==> src/rtl/rns_pkg.sv <==
// Shared RNS definitions: default lane geometry (also used by the CRT stage),
// decomposer FSM encoding and a packed-lane slice helper.
package rns_pkg;

  localparam int RNS_NUM_MODULI  = 4;
  localparam int RNS_MOD_WIDTH   = 4;
  localparam int RNS_VALUE_WIDTH = 16;

  typedef enum logic [1:0] {
    IDLE   = 2'd0,
    REDUCE = 2'd1,
    DONE   = 2'd2
  } state_t;

  // Lane 0 sits in the LSBs of a packed moduli/residue vector.
  function automatic logic [RNS_MOD_WIDTH-1:0] lane_slice(
    input logic [RNS_NUM_MODULI*RNS_MOD_WIDTH-1:0] vec,
    input int unsigned                             lane
  );
    return vec[lane*RNS_MOD_WIDTH +: RNS_MOD_WIDTH];
  endfunction

endpackage

==> src/rtl/rns_mod_step.sv <==
// One restoring-remainder step: shift in one dividend bit, subtract the
// modulus if it fits. A zero modulus yields 0 without comparing.
module rns_mod_step #(
  parameter int MOD_WIDTH = 4
) (
  input  logic [MOD_WIDTH:0]   rem_i,
  input  logic                 bit_i,
  input  logic [MOD_WIDTH-1:0] mod_i,
  output logic [MOD_WIDTH:0]   rem_o
);

  logic [MOD_WIDTH:0] t;
  logic [MOD_WIDTH:0] mod_ext;

  // rem_i < mod_i always holds, so t < 2*mod_i fits MOD_WIDTH+1 bits.
  assign t       = (rem_i << 1) | {{MOD_WIDTH{1'b0}}, bit_i};
  assign mod_ext = {1'b0, mod_i};

  always_comb begin
    rem_o = t;
    if (mod_i == '0) begin
      rem_o = '0;
    end else if (t >= mod_ext) begin
      rem_o = t - mod_ext;
    end
  end

endmodule

==> src/rtl/rns_residue_decomposer.sv <==
// Forward RNS conversion: X mod m_i for each lane, one dividend bit per cycle.
// Optional RNS_DECOMP_ZERO_MOD_ERR_EN adds an err flag for zero moduli.
module rns_residue_decomposer
  import rns_pkg::*;
#(
  parameter int NUM_MODULI  = RNS_NUM_MODULI,
  parameter int MOD_WIDTH   = RNS_MOD_WIDTH,
  parameter int VALUE_WIDTH = RNS_VALUE_WIDTH
) (
  input  logic                            clk,
  input  logic                            reset,
  input  logic                            in_valid,
  output logic                            in_ready,
  input  logic [VALUE_WIDTH-1:0]          value,
  input  logic [NUM_MODULI*MOD_WIDTH-1:0] m,
  output logic                            out_valid,
  input  logic                            out_ready,
`ifdef RNS_DECOMP_ZERO_MOD_ERR_EN
  output logic                            err,
`endif
  output logic [NUM_MODULI*MOD_WIDTH-1:0] residues
);

  localparam int PW = NUM_MODULI * MOD_WIDTH;
  localparam int LW = (NUM_MODULI > 1) ? $clog2(NUM_MODULI) : 1;
  localparam int BW = (VALUE_WIDTH > 1) ? $clog2(VALUE_WIDTH) : 1;
  localparam logic [LW-1:0] LANE_MAX = LW'(NUM_MODULI - 1);
  localparam logic [BW-1:0] BIT_MAX  = BW'(VALUE_WIDTH - 1);

  state_t                 state_q;
  logic [VALUE_WIDTH-1:0] value_q;
  logic [PW-1:0]          m_q;
  logic [PW-1:0]          residues_q;
  logic [LW-1:0]          lane_q;
  logic [BW-1:0]          bit_q;
  logic [MOD_WIDTH:0]     rem_q;
  logic [MOD_WIDTH:0]     rem_d;
  logic                   in_ready_q;
  logic                   out_valid_q;
  logic [MOD_WIDTH-1:0]   m_lane [NUM_MODULI];

  for (genvar gi = 0; gi < NUM_MODULI; gi++) begin : g_lane
    assign m_lane[gi] = m_q[gi*MOD_WIDTH +: MOD_WIDTH];
  end

`ifdef RNS_DECOMP_ZERO_MOD_ERR_EN
  logic                  err_q;
  logic [NUM_MODULI-1:0] zero_lane;
  for (genvar gi = 0; gi < NUM_MODULI; gi++) begin : g_zero
    assign zero_lane[gi] = (m_lane[gi] == '0);
  end
  assign err = err_q;
`endif

  rns_mod_step #(.MOD_WIDTH(MOD_WIDTH)) u_step (
    .rem_i (rem_q),
    .bit_i (value_q[bit_q]),
    .mod_i (m_lane[lane_q]),
    .rem_o (rem_d)
  );

  always_ff @(posedge clk or negedge reset) begin
    if (!reset) begin
      state_q     <= IDLE;
      value_q     <= '0;
      m_q         <= '0;
      residues_q  <= '0;
      lane_q      <= '0;
      bit_q       <= '0;
      rem_q       <= '0;
      in_ready_q  <= 1'b1;
      out_valid_q <= 1'b0;
`ifdef RNS_DECOMP_ZERO_MOD_ERR_EN
      err_q       <= 1'b0;
`endif
    end else begin
      case (state_q)
        IDLE: begin
          if (in_valid) begin
            value_q    <= value;
            m_q        <= m;
            lane_q     <= '0;
            bit_q      <= BIT_MAX;
            rem_q      <= '0;
            in_ready_q <= 1'b0;
            state_q    <= REDUCE;
          end
        end
        REDUCE: begin
          if (bit_q == '0) begin
            // Last bit of this lane: commit the finished remainder.
            residues_q[lane_q*MOD_WIDTH +: MOD_WIDTH] <= rem_d[MOD_WIDTH-1:0];
            rem_q  <= '0;
            bit_q  <= BIT_MAX;
            lane_q <= lane_q + 1'b1;
            if (lane_q == LANE_MAX) begin
              out_valid_q <= 1'b1;
              state_q     <= DONE;
`ifdef RNS_DECOMP_ZERO_MOD_ERR_EN
              err_q       <= |zero_lane;
`endif
            end
          end else begin
            rem_q <= rem_d;
            bit_q <= bit_q - 1'b1;
          end
        end
        DONE: begin
          if (out_ready) begin
            out_valid_q <= 1'b0;
            in_ready_q  <= 1'b1;
            state_q     <= IDLE;
`ifdef RNS_DECOMP_ZERO_MOD_ERR_EN
            err_q       <= 1'b0;
`endif
          end
        end
        default: begin
          state_q     <= IDLE;
          in_ready_q  <= 1'b1;
          out_valid_q <= 1'b0;
        end
      endcase
    end
  end

  assign in_ready  = in_ready_q;
  assign out_valid = out_valid_q;
  assign residues  = residues_q;

endmodule
==> config.mk <==
export PLATFORM = sky130hd
export DESIGN_NAME = rns_residue_decomposer
export DESIGN_NICKNAME = d
export VERILOG_FILES = /design/src/rtl/rns_pkg.sv /design/src/rtl/rns_mod_step.sv /design/src/rtl/rns_residue_decomposer.sv
export SDC_FILE = /design/constraint.sdc
export NUM_CORES = 1
export LEC_CHECK = 0
export ABC_CLOCK_PERIOD_IN_PS = 3200
export CORE_AREA = 2 2 81 83
export DETAILED_ROUTE_END_ITERATION = 10
export DIE_AREA = 0 0 83 85
export GPL_TIMING_DRIVEN = 1
export PLACE_DENSITY = 0.73
export SLEW_MARGIN = 40
export SYNTH_ARGS = -nofsm -noshare
export SYNTH_HDL_FRONTEND = slang
export SYNTH_SLANG_ARGS = --single-unit
==> constraint.sdc <==
create_clock -name clk -period 3.2 [get_ports clk]
set_input_delay 0.32 -clock clk [delete_from_list [all_inputs] [get_ports clk]]
set_output_delay 0.32 -clock clk [all_outputs]
set_load 0.1 [all_outputs]
* Word-level counts from Yosys, hierarchy flattened *
Cells that the tools add are included.

storage, ports and cells
  latch bits = 0
  input port bits = 36
  logic and storage cells = 69
  memory bits (writable) = 0
  register bits after elaboration = 62
  output and inout bits = 18
  memories = 0
  bits in read-only memories = 0

operators by class
  mux-type cells = 29
  $add $sub $neg = 4
  equal/unequal tests = 7
  multipliers = 0
  bitwise operators = 4
  div/mod/pow operators = 0
  shift operators = 2
  order comparisons = 3
  reduce and logical (&&, ||, !) cells = 11

operators with widths
  cell                                                                           count
  4-bit negator with 34-bit output                                               1
  4-bit by 34-bit variable shift with 16-bit output (first input constant)       1
  4-bit by 34-bit indexed part select with 16-bit output                         1
  4-bit 2-to-1 mux                                                               8
  16-bit bitwise mux                                                             1
  4-bit case mux with 2 select lines                                             2
  2-bit 2-to-1 mux                                                               6
  4-bit binary-select mux with 2-bit select                                      1
  4-bit zero test                                                                2
  2-bit != test (second input constant)                                          4
  4-bit AND reduction                                                            2
  1-bit 2-to-1 mux                                                               6
  1-bit case mux with 3 select lines                                             2
  2-bit case mux with 3 select lines                                             1
  2-bit AND reduction                                                            3
  3-bit AND reduction                                                            2
  5-bit by 4-bit greater-or-equal comparator with 1-bit output                   1
  4-bit by 5-bit less-than comparator with 1-bit output (second input constant)  1
  5-bit by 1-bit bitwise OR with 5-bit output                                    1
  1-bit binary-select mux with 4-bit select                                      1
  2-bit == test (second input constant)                                          2
  2-bit case mux with 2 select lines                                             1
  4-bit by 1-bit subtractor with 4-bit output (second input constant)            1
  4-bit subtractor                                                               1
  other kinds (7)                                                                8

* Longest topological paths before layout *
Gate-level depths: netlist (run 1).

  depth in word-level cells = 9
  gate-level depth with buffers = 10
  depth with buffers taken out = 9

* Modules after synthesis *
A second synthesis (run 1) with hierarchy kept.

second synthesis, totals
  cell total of the unflattened synthesis = 247
  area total of the unflattened synthesis = 3158.0 um^2

by module, submodules not included
  module                  cells each  instances  area an instance (um^2)  seq. area each (um^2)
  rns_residue_decomposer  212         1          2896.5                   1577.8
  rns_mod_step            35          1          261.5                    0.0

* Worst setup path after synthesis (run 1) *
OpenSTA, ideal clock, no wires.

  path kind = register to register
  start point = register bit_q[2]
  end point = register residues_q[0] (netlist: residues[0])
  library setup time = 110 ps
  arrival time = 2726 ps
  stages on the path, launching flop included = 10
  period minus slack after synthesis = 2837 ps
  data required time = 3090 ps
  slack = 363 ps
  buffers on the path = 1
  cells stage by stage = dfrtp_1 -> buf_4 -> mux4_2 -> mux4_2 -> inv_1 -> ha_1 -> o21ai_0 -> a21oi_1 -> mux2_2 -> o41ai_1

between the ends
  cells in the longest elaborated chain, start to end = 8
  elaborated cells between the ends (all ways) = 11
  classes of those cells = add/sub: 1; order compare: 1; shift: 1; mux: 5; bitwise: 1; reduce/logical: 2

RTL lines
  what                                                                                                     line                                    source
  start: declaration                                                                                       rns_residue_decomposer.sv:35            logic [BW-1:0] bit_q;
  start signal: assignment                                                                                 rns_residue_decomposer.sv:105           bit_q <= bit_q - 1'b1;
  1-bit binary-select mux with 4-bit select                                                                rns_residue_decomposer.sv:57            .bit_i (value_q[bit_q]),
  1-bit 2-to-1 mux (implied by the code)                                                                   rns_residue_decomposer.sv:57
  5-bit by 1-bit bitwise OR with 5-bit output                                                              rns_mod_step.sv:16                      assign t = (rem_i << 1) | {{MOD_WIDTH{1'b0}}, bit_i};
  4-bit subtractor / 5-bit by 4-bit greater-or-equal comparator with 1-bit output (equally long branches)  rns_mod_step.sv:24, rns_mod_step.sv:23
  4-bit 2-to-1 mux                                                                                         rns_mod_step.sv:23                      end else if (t >= mod_ext) begin
  4-bit 2-to-1 mux                                                                                         rns_mod_step.sv:21                      if (mod_i == '0) begin
  4-bit by 34-bit indexed part select with 16-bit output                                                   rns_residue_decomposer.sv:92            residues_q[lane_q*MOD_WIDTH +: MOD_WIDTH] <= rem_d[MOD_WIDTH-1:0];
  16-bit bitwise mux                                                                                       rns_residue_decomposer.sv:92
  end signal: indexed assignment                                                                           rns_residue_decomposer.sv:92
  end: declaration                                                                                         rns_residue_decomposer.sv:33            logic [PW-1:0] residues_q;

Several ways; a longest one is shown, not always the timed one. The select of a mux whose other input is x is not followed.
A chain may end at the register's enable or synchronous reset.

* Worst setup path after layout (run 1) *
  start point = register bit_q[2]
  end point = register residues_q[11] (netlist: residues[11])

The elaborated chain is that of the path after synthesis.

==> results of run 1 <==
==> synth_stat cells, drive strengths merged, types with 2 or more instances <==
library cell	n
dfrtp	61
mux2	34
nand2	22
o21ai	17
inv	14
ha	12
nor2	10
mux4	9
a21oi	6
and2	5
nand3	5
buf	4
clkbuf	4
mux2i	3
nor3	3
o41ai	3
a22o	2
a41o	2
and2b	2
nor3b	2
nor4	2
o31ai	2
==> cell usage in the layout, fill, tap and decap left out, drive strengths merged, types with 2 or more instances in the layout <==
| cell | n |
|---|---|
| and2 | 5 |
| nand3 | 5 |
| inv | 14 |
| o21ai | 17 |
| dfrtp | 61 |
| nor4 | 2 |
| o31ai | 2 |
| a41o | 2 |
| mux4 | 9 |
| and2b | 2 |
| mux2i | 3 |
| a21oi | 6 |
| ha | 12 |
| nor2 | 10 |
| nand2 | 22 |
| clkbuf | 15 |
| buf | 27 |
| clkdlybuf4s50 | 34 |
| a22o | 2 |
| mux2 | 34 |
| nor3b | 2 |
| nor3 | 3 |
| o41ai | 3 |
==> what timing repair did <==
item / CTS / global route
gates resized for setup: 1 / 1
gates cloned: 0 / 0
setup endpoints to repair: 1 / 3
buffers inserted: 0 / 2
hold buffers: 0 / 0
pin swaps: 0 / 1
endpoints found under the hold margin: 0 / 0
==> path summary, 6_finish.rpt <==
kind	startpoint	end	cells past startpoint
max in group asynchronous	reset	bit_q[2]	2
min in group clk	residues[6]	residues[6]	2
setup reg to reg	bit_q[2]	residues[11]	9
hold / removal	reset	state_q[1]	1
setup / recovery	bit_q[2]	residues[11]	9
hold reg to reg	residues[6]	residues[6]	2
==> state kept, by name, summed over array words and instances, names as in the netlist <==
signal	cells
bit_q	4
out_valid	1
rem_q	4
lane_q	2
value_q	16
state_q	2
in_ready	1
residues	16
m_q	16
==> through the flow <==
step	setup WS (ns)	setup TNS [ns]	area [um2]	hold slack (ns)	instances
floorplan	0.363	0	2990	0.0244	238
finish	0.167	0	3740	0.00741	383
global placement	0.0878	0	3620	0.389	366
detailed placement	-0.0282	-0.0282	3530	0.382	366
CTS	0.0543	0	3720	0.0179	381
global route	0.00721	0	3740	0.0483	383
==> cell type report <==
cell class / count / area share [%]
sequential: 62 / 41.6
multi-input combinational: 154 / 36.2
timing repair buffer: 61 / 13.3
clock buffer: 15 / 4.98
tap: 77 / 2.58
inverter: 14 / 1.41
==> cells by family (layout without fill, tap and decap cells) <==
kind of cell / after synthesis / after routing / synth area share [%]
DFF: 62 / 62 / 51.9
and+or+nand+nor: 55 / 55 / 9.49
muxes: 46 / 46 / 20.8
AOI/OAI and AO/OA: 38 / 38 / 8.28
buffers and inverters: 22 / 90 / 3.22
adders and majority gates: 13 / 13 / 5.69
xor gates and xnor gates: 2 / 2 / 0.586
==> worst max-delay path, delay by kind of cell, from the launching register on <==
family                     cells  cell delay, ns
adders and majority gates      1            0.24
DFF                            1            0.45
muxes                          2            1.00
AOI/OAI and AO/OA              4            0.94
buffers and inverters          2            0.28
==> power by group <==
part | internal, W | leakage [nW] | switching [W]
combinational | 0.00101 | 0.810 | 0.00133
clock | 0.000363 | 0.0958 | 0.000277
sequential | 0.00112 | 0.769 | 0.000218
==> layer usage <==
layer	vias up	part of all wire [%]	global-route usage (%)	routed length, um
met1	999	48	26.2	2810
li1	982	-	-	-
met4	0	1.7	7.45	97
met3	11	5.1	3.89	300
met2	63	45	26.8	2640
met5	-	0	0	0
==> key figures, run 1 <==
Run status
  – Status: complete, no violations

Clock network
  – TritonCTS buffer count: 9
  – Worst-Skew Late Latency: 0.33 ns
  – CTS clk-pin slew, worst paths: around 0.070 ns
  – TritonCTS clock tree: done
  – Clock tree buffer depth: 2
  – Clock sink count: 62
  – H-tree depth: 3
  – Clock root cell: clkbuf_8

Synth
  – Register area share after synthesis: 51.9%
  – Ranking of synthesized cells by area: dfrtp_1, mux2_2, mux4_2
  – Syn nets: 287
  – Yosys reg bits: 62
  – Synth Warn #: 0
  – Synth area leader: dfrtp_1
  – Post-synth EDFFs: 0
  – Synthesized area: 2990 um2
  – Share of flip-flops with an asynchronous set or reset: 100%
  – Mapped Cells: 238
  – Top cell type's share of synthesized area: around half
  – Synth unique cells: 44
  – Dominant synthesized flop cell: dfrtp_1
  – Synth Area per Inst: 12.6 um2

Setup path
  – CP Launch Type: flip-flop
  – Reg-to-reg slack, setup: 0.17 ns
  – Worst-path cell chain: mux4_2 > mux4_2 > inv_1 > ha_1 > o21ai_0 > a21oi_2 > buf_4 > o221a_2 > a41o_1
  – Crit path capture type: flip-flop
  – Crit path DAT: 3.25 ns
  – Critical path class: flip-flop to flip-flop
  – Req. time, crit path: 3.42 ns
  – Max incr delay on CP: 0.52 ns
  – Critical Path Slowest Stage Cell: mux4_2
  – Peak fanout along the critical path: 6
  – CP dominant cell by count: mux4_2

Timing
  – Fin crit period: ~3 ns
  – Fin. Hold Viols: 0
  – Skew final: a little over 0.006 ns
  – Period utilisation layout: 94.8%
  – Maximum clock rate: 330 MHz
  – Unrepaired setup endpoints after global routing: no
  – Least-Margin Pin Slew: 0.649 ns
  – Final setup vio count: 0
  – Max-slew violations: 0
  – Rel. slew slack: between 50% and 60%

Drt
  – DR iter-0 viols: 150
  – Vias: 2055
  – WL/cell: 15.3 um
  – Residual DRC: 0
  – ANT nets after route: 0
  – DR pass1 iterations: 4
  – Via density: 5.37
  – Drt total wl: 5.85 mm

Placed design
  – HPWL Detailed: 4.36 mm
  – PortBufs: 53
  – Final RePlAce weighted congestion: approximately 0.84

Floorplanning
  – Die W: 83 um
  – Die ar.: just over 7000 um2
  – CORE AREA: 6200 um2
  – Starting Density: 48.2%
  – Die Y: 85 um
  – IO Count: 54
  – Standard-cell rows: 29

Final layout
  – Layout area overhead: 25.0%
  – Nets@finish: 351
  – Filler cell count: 508
  – Post-Route Utilization: between 60% and 70%
  – Share of layout cells above drive strength 1: 29.7%
  – FF+latch area: 1550 um2
  – Area occupied by multi-input gates: 1350 um2
  – N_diodes: 0

Flow run
  – Max_cap viols: 0

Global route
  – First-pass GRT wire length: 10.2 mm
  – Total global-route track usage: between 10% and 20%
  – Vias in the first global route: ~2100
  – Total grt overflow: 0
  – Initial antenna violation count: 0
  – Largest net degree at the start of global routing: 35

Power and ir drop
  – Max IR drop VDD: ~0.00069 V
  – Pwr Total: 0.00432 W
  – Leakage: 1.67 nW
  – Power per cell area: 1150 nW/um2

Min path
  – Min-delay worst type: input pin to asynchronous set/reset pin
No activity file was read; power rests on OpenSTA's default activity.
==> inputs of run 2 (changes only) <==
--- a/config.mk
+++ b/config.mk
@@ -5,10 +5,11 @@
 export SDC_FILE = /design/constraint.sdc
 export NUM_CORES = 1
 export LEC_CHECK = 0
+export ABC_AREA = 1
 export ABC_CLOCK_PERIOD_IN_PS = 3200
-export CORE_AREA = 2 2 81 83
+export CORE_AREA = 2 2 83 85
 export DETAILED_ROUTE_END_ITERATION = 10
-export DIE_AREA = 0 0 83 85
+export DIE_AREA = 0 0 85 87
 export GPL_TIMING_DRIVEN = 1
 export PLACE_DENSITY = 0.73
 export SLEW_MARGIN = 40
==> constraint.sdc (replaced) <==
create_clock -name clk -period 3.2 [get_ports clk]
set_input_delay 0.32 -clock clk [delete_from_list [all_inputs] [get_ports clk]]
set_output_delay 0.32 -clock clk [all_outputs]
set_load 0.05 [all_outputs]
==> run 2 against run 1 <==
Compared with the run above: non-clock buffer count decreased by 3; combinational power about the same; clock skew increased by 0.0015 ns; flip-flop and latch count unchanged; clock power increased by 8.9%; worst setup slack improved by 0.46 ns; global-route usage increased by 2.9 points; power increased by 0.69%; critical path depth increased by 5; first-iteration DRC count increased by 13%; cell area increased by 7.0%; critical endpoint is now residues[5].
==> key figures, run 2 <==
Run status
  – Status: complete, no violations

Final layout
  – Filler cell count: 584 (+15%)
  – Nets@finish: 507 (+44%)
  – Commonest non-fill, non-tap cells in the layout: nand2_1, dfrtp_1, clkdlybuf4s50_1, inv_1, o21ai_0
  – Commonest non-fill, non-tap cell in the layout: nand2_1
  – Area occupied by multi-input gates: 1410 um2 (+4.1%)
  – Layout area overhead: 25.5%
  – Share of layout cells above drive strength 1: 11.9% (-18 points)
  – N_diodes: 0 (unchanged)
  – FF+latch area: 1550 um2 (about the same)

Drt
  – Via density: 5.01 (-6.7%)
  – DR pass1 iterations: 4 (unchanged)
  – DR iter-0 viols: 170 (+13%)
  – ANT nets after route: 0 (unchanged)
  – WL/cell: 12.8 um (-16%)
  – Vias: 2718 (+32%)
  – Residual DRC: 0 (unchanged)
  – Drt total wl: 6.97 mm (+19%)

Timing
  – Max-slew violations: 0 (unchanged)
  – Setup TNS: 0 ns (unchanged)
  – Period utilisation layout: 80.3% (-14 points)
  – Rel. slew slack: 54.6% (-2.2 points)
  – Least-Margin Pin Slew: 0.680 ns (+0.0313 ns)
  – Maximum clock rate: 389 MHz (+18%)
  – Unrepaired setup endpoints after global routing: no
  – Final setup vio count: 0 (unchanged)
  – Fin crit period: 2.57 ns (-0.462 ns)
  – Skew final: 0.00767 ns (+0.00152 ns)
  – Fin. Hold Viols: 0 (unchanged)

Synth
  – Post-synth top cells: nand2_1, dfrtp_1, inv_1
  – Share of flip-flops with an asynchronous set or reset: 100% (unchanged)
  – Dominant synthesized flop cell: dfrtp_1
  – Syn nets: 447 (+56%)
  – Synth area leader: dfrtp_1
  – Synth unique cells: 33 (-25%)
  – Mapped Cells: 398 (+67%)
  – Top cell type's share of synthesized area: 47.9% (-3.1 points)
  – Ranking of synthesized cells by area: dfrtp_1, nand2_1, o21ai_0
  – Register area share after synthesis: 48.7% (-3.2 points)
  – Synthesized area: 3190 um2 (+6.6%)
  – Synth Area per Inst: 8.01 um2 (-36%)
  – Most common cell in the netlist: nand2_1
  – Synth Warn #: 0 (unchanged)
  – Yosys reg bits: 62 (unchanged)
  – Post-synth EDFFs: 0 (unchanged)

Setup path
  – Worst-path cell chain: clkinv_4 > nand2_1 > nand3_1 > nand2_2 > ha_1 > nand2_1 > nand2_1 > a21boi_2 > nand3_2 > nand2_1 > o211ai_2 > nor2_2 > nand3_1 > nand2_1
  – Req. time, crit path: 3.48 ns (+0.06 ns)
  – CP Launch Type: flip-flop
  – Critical path class: flip-flop to flip-flop
  – Critical Path Slowest Stage Cell: dfrtp_1
  – CP dominant cell by count: nand2_1
  – Crit path DAT: 2.85 ns (-0.40 ns)
  – Peak fanout along the critical path: 13 (+7)
  – Crit path capture type: flip-flop
  – Max incr delay on CP: 0.63 ns (+0.11 ns)

Power and ir drop
  – Power per cell area: 1090 nW/um2 (-5.9%)
  – Max IR drop VDD: 0.000600 V (-14%)
  – Pwr Total: 0.00435 W (+0.69%)
  – Leakage: 2.02 nW (+20%)

Min path
  – Min-delay worst type: flip-flop to flip-flop

Clock network
  – Clock sink count: 62 (unchanged)
  – H-tree depth: 3 (unchanged)
  – CTS clk-pin slew, worst paths: 0.07 ns (about the same)
  – Clock tree buffer depth: 2 (unchanged)
  – Post-CTS Resized: 0 (-1)
  – Worst-Skew Late Latency: 0.35 ns (+0.02 ns)
  – TritonCTS buffer count: 9 (unchanged)
  – Clock root cell: clkbuf_8
  – TritonCTS clock tree: done

Floorplanning
  – Die Y: 87 um (+2.4%)
  – CORE AREA: 6570 um2 (+5.9%)
  – Standard-cell rows: 30 (+3.4%)
  – Starting Density: 48.5% (+0.32 points)
  – IO Count: 54 (unchanged)
  – Die W: 85 um (+2.4%)
  – Die ar.: 7400 um2 (+4.8%)

Global route
  – Vias in the first global route: 2740 (+31%)
  – Total global-route track usage: 21.1% (+2.9 points)
  – Initial antenna violation count: 0 (unchanged)
  – Total grt overflow: 0 (unchanged)
  – First-pass GRT wire length: 12.2 mm (+20%)
  – Largest net degree at the start of global routing: 47 (+34%)

Flow run
  – Max_cap viols: 0 (unchanged)

Placed design
  – PortBufs: 53 (unchanged)
  – HPWL Detailed: 5.13 mm (+18%)
  – Final RePlAce weighted congestion: 0.889 (+5.4%)
## run 2: path summary, 6_finish.rpt
path | from | end | slack (ns) | cells past startpoint
setup / recovery | lane_q[0] | residues[5] | 0.63 | 14
hold / removal | residues[14] | residues[14] | 0.49 | 2
setup reg to reg | lane_q[0] | residues[5] | 0.63 | 14
hold reg to reg | residues[14] | residues[14] | 0.49 | 2
max in group asynchronous | reset | in_ready | 2.03 | 3
min in group asynchronous | reset | residues[9] | 0.51 | 2
## run 2: layout make-up
class | instances | share of cell area, %
clock buffers | 12 | 3.88
inverters | 45 | 4.35
clock inverters | 4 | 1.13
repair buffers | 58 | 14.2
multi-input cells | 282 | 35.2
well taps | 80 | 2.50
flip-flops and latches | 62 | 38.8
## run 2: worst max-delay path: cells and delay by family, from the launching register on
family,cells,cell delay (ns)
buffers and inverters,1,0.21
AND/OR/NAND/NOR,10,1.10
flip-flops,1,0.63
AO/OA/AOI/OAI,2,0.28
adder cells (fa/ha/maj),1,0.28
## run 2: power by group
group	internal, W	leakage (nW)	switching, W
Clock	0.000398	0.106	0.000298
Sequential	0.00111	0.783	0.000237
Combinational	0.000816	1.13	0.00149
Total	0.00232	2.02	0.00203
## run 2: per-layer routing
layer / GRT usage, % / up-vias / share of wire (%)
met3: 4.36 / 12 / 3.6
met4: 9.67 / 0 / 1.8
met5: 0 / - / 0
met1: 27.6 / 1274 / 48
li1: - / 1375 / -
met2: 33.8 / 57 / 46
## run 2: metrics by stage
step                      util (%)  instances  hold slack (ns)  worst slack (ns)  area [um2]
after global placement        57.7        526            0.465             0.737        3790
after CTS                     60.9        543            0.488             0.643        4000
after detailed placement      57.7        526            0.361             0.659        3790
after floorplan                  -        398           0.0244              1.10        3190
final                         60.9        543            0.485             0.630        4000
after global routing          60.9        543            0.503             0.349        4000
## run 2: what timing repair did
item,4_1_cts,5_1_grt
hold endpoints to repair,44,0
buffers inserted,0,0
hold buffers,1,0
setup endpoints to repair,0,0
## run 2: logic make-up after synthesis
group,share of synthesized area (%)
fa+ha+maj,5.34
buf+inv,7.14
xor+xnor,0.550
simple gates,30.2
compound gates,8.05
flops,48.7
==> inputs of run 3 (changes only) <==
--- a/config.mk
+++ b/config.mk
@@ -6,7 +6,7 @@
 export NUM_CORES = 1
 export LEC_CHECK = 0
 export ABC_AREA = 1
-export ABC_CLOCK_PERIOD_IN_PS = 3200
+export ABC_CLOCK_PERIOD_IN_PS = 2650
 export CORE_AREA = 2 2 83 85
 export DETAILED_ROUTE_END_ITERATION = 10
 export DIE_AREA = 0 0 85 87
==> constraint.sdc (replaced) <==
create_clock -name clk -period 2.65 [get_ports clk]
set_input_delay 0.265 -clock clk [delete_from_list [all_inputs] [get_ports clk]]
set_output_delay 0.265 -clock clk [all_outputs]
set_load 0.05 [all_outputs]
==> run 3 against run 2 <==
Compared with the run above: hold slack got worse by 0.074 ns; worst setup slack got worse by 0.48 ns; utilization grew 1.7 points; combinational power up 39%.
==> key figures, run 3 (synthesis results as in run 2) <==
Clock network
  – Clock sink count: 62 (unchanged)
  – Clock tree buffer depth: 2 (unchanged)
  – H-tree depth: 3 (unchanged)
  – TritonCTS buffer count: 9 (unchanged)
  – Worst-Skew Late Latency: 0.35 ns (about the same)
  – TritonCTS clock tree: done
  – Clock root cell: clkbuf_8
  – CTS clk-pin slew, worst paths: 0.07 ns (about the same)

Floorplanning
  – Starting Density: 48.5% (unchanged)
  – Die Y: 87 um (unchanged)
  – Standard-cell rows: 30 (unchanged)
  – Die W: 85 um (unchanged)
  – Die ar.: 7400 um2 (unchanged)
  – IO Count: 54 (unchanged)
  – CORE AREA: 6570 um2 (unchanged)

Drt
  – WL/cell: 12.8 um (-0.32%)
  – Vias: 2726 (+0.29%)
  – Via density: 4.94 (-1.3%)
  – Residual DRC: 0 (unchanged)
  – DR iter-0 viols: 175 (+2.9%)
  – Drt total wl: 7.07 mm (+1.3%)
  – ANT nets after route: 0 (unchanged)
  – DR pass1 iterations: 4 (unchanged)

Global route
  – Initial antenna violation count: 0 (unchanged)
  – Largest net degree at the start of global routing: 37 (-21%)
  – Vias in the first global route: 2744 (+0.15%)
  – Total global-route track usage: 21.1% (about the same)
  – First-pass GRT wire length: 12.2 mm (+0.11%)
  – Total grt overflow: 0 (unchanged)

Setup path
  – Worst path bufs/invs: 4 (+3)
  – Delay-heaviest family, CP: simple AND/OR/NAND/NOR gates
  – Peak fanout along the critical path: 5 (-8)
  – Critical path class: flip-flop to flip-flop
  – Crit path DAT: 2.78 ns (-0.07 ns)
  – Crit path capture type: flip-flop
  – Req. time, crit path: 2.93 ns (-0.55 ns)
  – CP Launch Type: flip-flop
  – Worst-path cell chain: buf_4 > nand2_1 > o21ai_1 > nand2_1 > nand3_1 > nand3_2 > nand2_1 > inv_1 > ha_1 > inv_1 > fa_2 > inv_1 > nand2_1 > o211ai_2 > nor2_2 > nand3_1 > nand2_1
  – CP dominant cell by count: nand2_1
  – Max incr delay on CP: 0.51 ns (-0.12 ns)
  – Critical Path Slowest Stage Cell: fa_2

Final layout
  – Commonest non-fill, non-tap cells in the layout: nand2_1, dfrtp_1, clkdlybuf4s50_1, inv_1, o21ai_0
  – N_diodes: 0 (unchanged)
  – Share of layout cells above drive strength 1: 15.0% (+3.2 points)
  – Layout area overhead: 29.0%
  – Nets@finish: 516 (+1.8%)
  – Cell Count, Final, Fillers Out: 552 (+1.7%)
  – Post-Route Utilization: 62.6% (+1.7 points)
  – Commonest non-fill, non-tap cell in the layout: nand2_1

Placed design
  – HPWL Detailed: 5.09 mm (-0.73%)
  – PortBufs: 53 (unchanged)
  – Inst Count DP: 527 (+0.19%)
  – Final RePlAce weighted congestion: 0.926 (+4.1%)

Timing
  – Final setup vio count: 0 (unchanged)
  – Fin crit period: 2.50 ns (-0.0693 ns)
  – Least-Margin Pin Slew: 0.509 ns (-0.172 ns)
  – Fin. Hold Viols: 0 (unchanged)
  – Setup TNS: 0 ns (unchanged)
  – Period utilisation layout: 94.4% (+14 points)
  – Max-slew violations: 0 (unchanged)
  – Rel. slew slack: 66.0% (+11 points)
  – Skew final: 0.00634 ns (-0.00133 ns)
  – Maximum clock rate: 400 MHz (+2.8%)

Power and ir drop
  – Pwr Total: 0.00566 W (+30%)
  – Leakage: 2.06 nW (+2.1%)
  – Max IR drop VDD: 0.000851 V (+42%)
  – Power per cell area: 1380 nW/um2 (+27%)

Flow run
  – Max_cap viols: 0 (unchanged)

Run status
  – Status: complete, no violations

Min path
  – Min-delay worst type: input pin to asynchronous set/reset pin
-- run 3: metal layers --
| layer | GRT usage [%] | up-vias | routed length, um |
|---|---|---|---|
| met4 | 11.1 | 0 | 124 |
| met3 | 3.89 | 8 | 297 |
| met1 | 27.8 | 1280 | 3360 |
| met2 | 33.2 | 49 | 3290 |
| li1 | - | 1389 | - |
| met5 | 0 | - | 0 |
-- run 3: path summary, 6_finish.rpt --
| path | slack (ns) | start | end | cells past startpoint |
|---|---|---|---|---|
| min in group clk | 0.45 | m[15] | m_q[15] | 3 |
| worst min register to register | 0.48 | m_q[2] | m_q[2] | 2 |
| worst max-delay path | 0.15 | bit_q[0] | residues[5] | 17 |
| worst min-delay path | 0.41 | reset | residues[10] | 2 |
| worst max register to register | 0.15 | bit_q[0] | residues[5] | 17 |
| max in group asynchronous | 1.62 | reset | in_ready | 3 |
-- run 3: metrics by stage --
stage	hold slack, ns	area (um2)	worst slack (ns)
floorplan	-0.0306	3190	0.552
global placement	0.396	3800	0.248
detailed placement	0.395	3800	0.156
CTS	0.0235	4000	0.118
global route	0.461	4110	-0.0400
finish	0.411	4110	0.149
-- run 3: area by class of cell --
type | count | area (um2)
Timing Repair Buffer | 67 | 633
Clock buffer | 13 | 159
Clock inverter | 3 | 42.5
Multi-Input combinational cell | 282 | 1450
Tap cell | 80 | 100
Inverter | 45 | 174
Fill cell | 571 | 2460
Sequential cell | 62 | 1560
-- run 3: worst register-to-register path, cell delays in order (launching register included) --
cell	delay (ns)
dfrtp_2	0.44
buf_4	0.16
nand2_1	0.05
o21ai_1	0.06
nand2_1	0.09
nand3_1	0.10
nand3_2	0.10
nand2_1	0.05
inv_1	0.07
ha_1	0.15
inv_1	0.05
fa_2	0.51
inv_1	0.04
nand2_1	0.08
o211ai_2	0.11
nor2_2	0.20
nand3_1	0.10
nand2_1	0.08
-- run 3: where the power goes --
group	internal, W	leakage, nW	total, W	switching (W)
Combinational	0.00126	1.18	0.00322	0.00196
Clock	0.000485	0.0996	0.000840	0.000356
Sequential	0.00134	0.781	0.00160	0.000261
-- run 3: what timing repair did --
action / CTS / global route
buffers inserted: 0 / 8
endpoints found under the setup margin: 0 / 13
endpoints found under the hold margin: 0 / 34
hold buffers: 0 / 1
gates resized for setup: 0 / 14
